File: config.mk
export PLATFORM = sky130hd
export DESIGN_NAME = mem_arb
export DESIGN_NICKNAME = d
export VERILOG_FILES = /design/src/rtl/mem_arb.sv
export SDC_FILE = /design/constraint.sdc
export NUM_CORES = 1
export LEC_CHECK = 0
export ABC_AREA = 1
export ABC_CLOCK_PERIOD_IN_PS = 2420
export CORE_ASPECT_RATIO = 0.5
export CORE_MARGIN = 2
export CORE_UTILIZATION = 25
export CTS_BUF_LIST = sky130_fd_sc_hd__clkbuf_8
export DETAILED_ROUTE_END_ITERATION = 7
export GPL_TIMING_DRIVEN = 0
export SETUP_SLACK_MARGIN = 0.4
export SYNTH_ARGS = -nofsm -noshare
export SYNTH_HDL_FRONTEND = slang
export SYNTH_SLANG_ARGS = --single-unit
File: constraint.sdc
create_clock -name clk -period 2.42 [get_ports clk]
set_input_delay 0.363 -clock clk [delete_from_list [all_inputs] [get_ports clk]]
set_output_delay 0.363 -clock clk [all_outputs]
set_load 0.02 [all_outputs]
File: src/rtl/mem_arb.sv
// mem_arb: serialises I$ refills and D$ refills/write-throughs onto one memory port.
// Define MEM_ARB_RR_EN for round-robin tie-breaking; default is fixed D$ priority.
module mem_arb #(
  parameter int ADDR_W = 28,
  parameter int BEATS  = 4
) (
  input  logic              clk,
  input  logic              reset,
  input  logic              ic_req_valid,
  input  logic [ADDR_W-1:0] ic_req_addr,
  output logic              ic_req_ready,
  output logic              ic_resp_valid,
  output logic [31:0]       ic_resp_data,
  output logic              ic_resp_last,
  input  logic              dc_req_valid,
  input  logic              dc_req_rnw,
  input  logic [ADDR_W-1:0] dc_req_addr,
  input  logic [31:0]       dc_req_wdata,
  input  logic [3:0]        dc_req_wmask,
  output logic              dc_req_ready,
  output logic              dc_resp_valid,
  output logic [31:0]       dc_resp_data,
  output logic              dc_resp_last,
  output logic              mem_req_valid,
  input  logic              mem_req_ready,
  output logic              mem_req_rnw,
  output logic [ADDR_W-1:0] mem_req_addr,
  output logic [31:0]       mem_req_wdata,
  output logic [3:0]        mem_req_wmask,
  input  logic              mem_rdata_valid,
  input  logic [31:0]       mem_rdata,
  output logic              busy,
  output logic              owner,
  output logic              proto_err
);
  localparam int CW = $clog2(BEATS);
  typedef enum logic [1:0] {IDLE, ISSUE, RDATA} state_t;
  state_t state, nextState;
  logic [CW-1:0] beatCnt;
  logic anyValid, pickDc, accept, beat, lastBeat, grant;
  assign anyValid = ic_req_valid | dc_req_valid;
  assign grant = (state == IDLE) & anyValid;
`ifdef MEM_ARB_RR_EN
  // lastGrant: 0 = I$, 1 = D$; on a tie the other requester wins
  logic lastGrant;
  assign pickDc = dc_req_valid & (~ic_req_valid | ~lastGrant);
  always_ff @(posedge clk)
    if (reset) lastGrant <= 1'b0;
    else if (grant) lastGrant <= pickDc;
`else
  assign pickDc = dc_req_valid;
`endif
  assign mem_req_valid = state == ISSUE;
  assign accept = mem_req_valid & mem_req_ready;
  assign ic_req_ready = accept & ~owner;
  assign dc_req_ready = accept & owner;
  assign beat = (state == RDATA) & mem_rdata_valid;
  assign lastBeat = beat & (beatCnt == CW'(BEATS - 1));
  assign ic_resp_valid = beat & ~owner;
  assign dc_resp_valid = beat & owner;
  assign ic_resp_last = lastBeat & ~owner;
  assign dc_resp_last = lastBeat & owner;
  assign ic_resp_data = mem_rdata;
  assign dc_resp_data = mem_rdata;
  assign busy = state != IDLE;
  always_comb begin
    nextState = state;
    case (state)
      IDLE:    nextState = anyValid ? ISSUE : IDLE;
      ISSUE:   nextState = accept ? (mem_req_rnw ? RDATA : IDLE) : ISSUE;
      RDATA:   nextState = lastBeat ? IDLE : RDATA;
      default: nextState = IDLE;
    endcase
  end
  always_ff @(posedge clk)
    if (reset) begin
      state <= IDLE;
      owner <= 1'b0;
      mem_req_rnw <= 1'b0;
      mem_req_addr <= '0;
      mem_req_wdata <= '0;
      mem_req_wmask <= '0;
      beatCnt <= '0;
      proto_err <= 1'b0;
    end else begin
      state <= nextState;
      if (grant) begin
        owner <= pickDc;
        mem_req_rnw <= pickDc ? dc_req_rnw : 1'b1;
        mem_req_addr <= pickDc ? dc_req_addr : ic_req_addr;
        mem_req_wdata <= pickDc ? dc_req_wdata : 32'h0;
        mem_req_wmask <= pickDc ? dc_req_wmask : 4'h0;
      end
      if (state == ISSUE) beatCnt <= '0;
      else if (beat) beatCnt <= beatCnt + 1'b1;
      if (mem_rdata_valid && state != RDATA) proto_err <= 1'b1;
    end
endmodule

# Word-level counts from Yosys, hierarchy flattened
# Cells that the tools add are included.
[totals] register_bits=71 input_bits=131 output_inout_bits=139 elab_cells=38
[classes] n_addsub=1 eq_ne=4 n_mux=9 bitwise=12 reduce_logical=4
[op_table] cell="32-bit two-way mux" n=1
[op_table] cell="28-bit two-way mux" n=1
[op_table] cell="1-bit AND" n=10
[op_table] cell="2-bit two-way mux" n=3
[op_table] cell="2-bit one-hot mux with 3 select lines" n=1
[op_table] cell="2-bit == test (second input constant)" n=2
[op_table] cell="4-bit two-way mux" n=1
[op_table] cell="2-bit by 1-bit adder with 2-bit output (second input constant)" n=1
[op_table] cell="2-bit by 1-bit == test with 1-bit output (second input constant)" n=1
[op_table] cell="2-bit logical NOT" n=1
[op_table] cell="1-bit two-way mux" n=2
[op_table] cell="2-bit inequality test (second input constant)" n=1
[op_table] cell="2-bit nonzero test" n=1
[op_table] cell="2-bit OR reduction" n=1
[op_table] cell="1-bit logical AND" n=1
[op_table] cell="1-bit inverter" n=1
[op_table] cell="1-bit bitwise OR" n=1

# Logic depth before layout (Yosys ltp)
[logic_depth] depth_word=5 depth_mapped=7 mapped_depth_nobuf=6

# Worst setup path before layout
# Ideal clock, no wire load.
[synth_timing] path_kind="register to output" start="register state[0]" end="output port dc_req_ready" arrival_time_ps=1305 path_slack_ps=752 path_stages_with_launch=5 n_path_buf=0 cell_sequence="dfxtp_1 > inv_1 > nor2_1 > nand2_1 > nor2_1"
[synth_via] elab_chain_cells=3
[synth_rtl] element="start, declared" line_no="38" rtl="state_t state, nextState;"
[synth_rtl] element="start signal, assigned" line_no="86" rtl="state <= nextState;"
[synth_rtl] element="2-bit by 1-bit == test with 1-bit output" line_no="53" rtl="assign mem_req_valid = state == ISSUE;"
[synth_rtl] element="named net mem_req_valid" line_no="24" rtl="output logic mem_req_valid,"
[synth_rtl] element="1-bit AND" line_no="54" rtl="assign accept = mem_req_valid & mem_req_ready;"
[synth_rtl] element="1-bit AND" line_no="56" rtl="assign dc_req_ready = accept & owner;"
[synth_rtl] element="end, declared" line_no="20" rtl="output logic dc_req_ready,"
# The timed path passes the listed nets, and every way through them passes these cells.

# Worst setup path after layout
[layout_timing] start="register state[0]" end="output port dc_req_ready"
[layout_via] elab_chain_cells=3
[layout_rtl] element="2-bit by 1-bit == test with 1-bit output" line_no="53"
[layout_rtl] element="1-bit AND" line_no="54"
[layout_rtl] element="1-bit AND" line_no="56"
# Every way passes these cells.

==> results.tsv <==
stage	metric	value	unit
floorplanning	die_h	89.2	um
global_routing	grt_overflow	0	
floorplanning	pin_count	270	
power_and_ir_drop	ir_drop	258	uV
worst_setup_path	slowest_stage	dfxtp_1	
timing	hold_viol	0	
global_routing	gr-usage-all-layers	0.149	
logic_synthesis	ys_ff_latch	71	
worst_setup_path	worst_setup_path_start_kind	flop	
placed_design	place.gp.congestion	0.735	
timing	fin_skew	0.00974	ns
worst_setup_path	cp.buffers_inverters	2	
routing	firstDrtPassIters	4	
global_routing	grt.met2_usage	0.280	
global_routing	grt_max_degree	13	
status	status	finished clean	
logic_synthesis	syn-instance-count	544	
clock_tree	htreeDepth	3	
timing	max_slew_margin	0.669	
timing	worstMarginPinSlew	0.496	ns
routing	wirelength	12100	um
floorplanning	start_util	0.254	
routing	avgViaCountPerCell	4.02	
routing	drc	0	
placed_design	port_buffers	236	
logic_synthesis	ys_types	17	
clock_tree	postCtsSetupRepairBufs	0	
worst_setup_path	crit_path_end_kind	output port	
logic_synthesis	synth_nets	676	
worst_setup_path	required	2.06	ns
finish	drive_gt1_frac	0.134	
global_routing	met1_usage	0.174	
finish	fillers	1442	
global_routing	grt_pass1_vias	3657	
worst_setup_path	crit_arrival	1.54	ns
finish	n_antenna_cell	0	
global_routing	antenna_found_initial	0	
clock_tree	cts_buffer_depth	2	
logic_synthesis	syn_area	0.00363	sq mm
timing	min_period_over_period	0.786	
timing	rsz0062_at_grt	no	
timing	maxSlewViolCount	0	
routing	detail_route.wl_per_cell	12.2	um
logic_synthesis	yosysSeqAreaShare	0.391	
power_and_ir_drop	power_leakage	2.87	nW
timing	fmax	526	MHz
clock_tree	path_clk_slew	0.08	ns
floorplanning	die_area	0.0156	sq mm
power_and_ir_drop	total_power	3.43	mW
routing	drtAntennaViolNets	0	
logic_synthesis	synth.avg_cell_area	6.68	sq um
clock_tree	root_buffer	clkbuf_8	
worst_setup_path	slowest_delay	0.39	ns
placed_design	dp_hpwl	9590	um
timing	period_needed	1.90	ns
worst_setup_path	cp_max_fo	6	
routing	drtIter0Drc	114	
clock_tree	numCtsBuffers	9	
timing	setup_viol	0	
global_routing	globalRouteMet3Util	0.0374	
finish	areaGrowthSynthToFinish	77.2	%
finish	layout_commonest_cell	clkdlybuf4s50_1	
finish	final_cell_mix	clkdlybuf4s50_1 (228), nand2_1 (185), dfxtp_1 (70)	
timing	tns	0	ns
global_routing	grt-busiest-layer	met2	
routing	vias	3992	
clock_tree	clk_latency	0.35	ns
floorplanning	core_area	0.0143	sq mm
finish	nNetsFinal	923	
job	cap_viol_max_count	0	
worst_setup_path	critical_path_class	reg2out	
power_and_ir_drop	powerDensity	532	mW/mm^2
clock_tree	cts_tree	built	
floorplanning	die_w	174	um
global_routing	grt_pass1_wl	18500	um
floorplanning	rows	31	
worst_setup_path	crit_family	buffers and inverters	
timing	fin_hold_ws	0.460	ns
min_path	hold_class	reg2reg	
logic_synthesis	yosysWarnings	0	
clock_tree	cts_sinks	71	
worst_setup_path	path_cells	inv_1, nor2_4, nand2_1, nor2_1, clkdlybuf4s15_1	
-- report_power, final --
part           internal [mW]  total (mW)  leakage, nW  switching, mW
combinational          0.593        1.16         2.18          0.562
clock                  0.501       0.957        0.107          0.456
sequential              1.26        1.32        0.586         0.0504
-- layout make-up --
class | count | area, sq um | area share
Timing Repair Buffer | 236 | 2350 | 0.364
Sequential cell | 71 | 1420 | 0.221
Multi-Input combinational cell | 340 | 1410 | 0.220
Buffer | 96 | 671 | 0.104
Tap cell | 198 | 248 | 0.0385
Inverter | 37 | 139 | 0.0216
Clock buffer | 10 | 138 | 0.0214
Clock inverter | 6 | 61.3 | 0.00952
-- cells by family (layout without fill, tap and decap cells) --
kind of cell / Yosys count / count (layout) / share of synthesized area
adders and majority gates: 1 / 1 / 0.00344
buffers and inverters: 133 / 385 / 0.222
AOI/OAI and AO/OA: 44 / 44 / 0.0613
DFF: 71 / 71 / 0.391
and+or+nand+nor: 295 / 295 / 0.322
-- flip-flops by register name, summed over array words and instances (netlist names) --
signal,flops
mem_req_wmask,4
mem_req_addr,28
beatCnt,2
state,2
mem_req_rnw,1
mem_req_wdata,32
proto_err,1
owner,1
-- metal layers --
metal / part of all wire / up-vias / routed length, um
met1: 0.41 / 1768 / 4970
met5: 0 / - / 0
li1: - / 2097 / -
met4: 0.015 / 0 / 182
met2: 0.52 / 113 / 6260
met3: 0.058 / 14 / 703
-- Yosys cell counts --
cell type | n | share of area
a21oi_1 | 41 | 0.056
buf_4 | 68 | 0.14
clkbuf_1 | 11 | 0.011
dfxtp_1 | 71 | 0.39
ha_1 | 1 | 0.0034
nand2_2 | 1 | 0.0017
buf_6 | 5 | 0.015
buf_2 | 11 | 0.015
inv_1 | 37 | 0.038
nand4_1 | 2 | 0.0034
nor2_1 | 67 | 0.069
buf_1 | 1 | 0.0010
nand3_1 | 39 | 0.054
nand2_1 | 185 | 0.19
o21ai_0 | 2 | 0.0028
nor2_4 | 1 | 0.0031
a21boi_0 | 1 | 0.0021
-- worst paths after layout --
kind / depth (start not counted) / from / to / slack (ns)
worst max register to register: 4 / state[1] / mem_req_wdata[2] / 1.10
worst min-delay path: 2 / mem_req_wdata[19] / mem_req_wdata[19] / 0.46
worst min register to register: 2 / mem_req_wdata[19] / mem_req_wdata[19] / 0.46
worst max-delay path: 5 / state[0] / dc_req_ready / 0.52
-- timing repair --
item,in CTS,in global routing
hold buffers,0,0
endpoints found under the setup margin,8,5
gates resized for setup,9,12
-- worst reg2reg max path, cell delays in order, from the launching register on --
cell and delay [ns]:
dfxtp_2 0.38, nor2_4 0.16, clkbuf_1 0.40, nand3_1 0.13, a21oi_1 0.18
-- through the flow --
stage | worst slack (ns) | instance area [sq um] | std cells | util
after floorplan | 0.752 | 3630 | 544 | -
after global placement | 0.194 | 6240 | 978 | 0.436
after detailed placement | 0.169 | 6240 | 978 | 0.436
after CTS | 0.162 | 6440 | 994 | 0.450
after global routing | 0.411 | 6440 | 994 | 0.450
final | 0.518 | 6440 | 994 | 0.450
No activity file was read; power rests on OpenSTA's default activity.
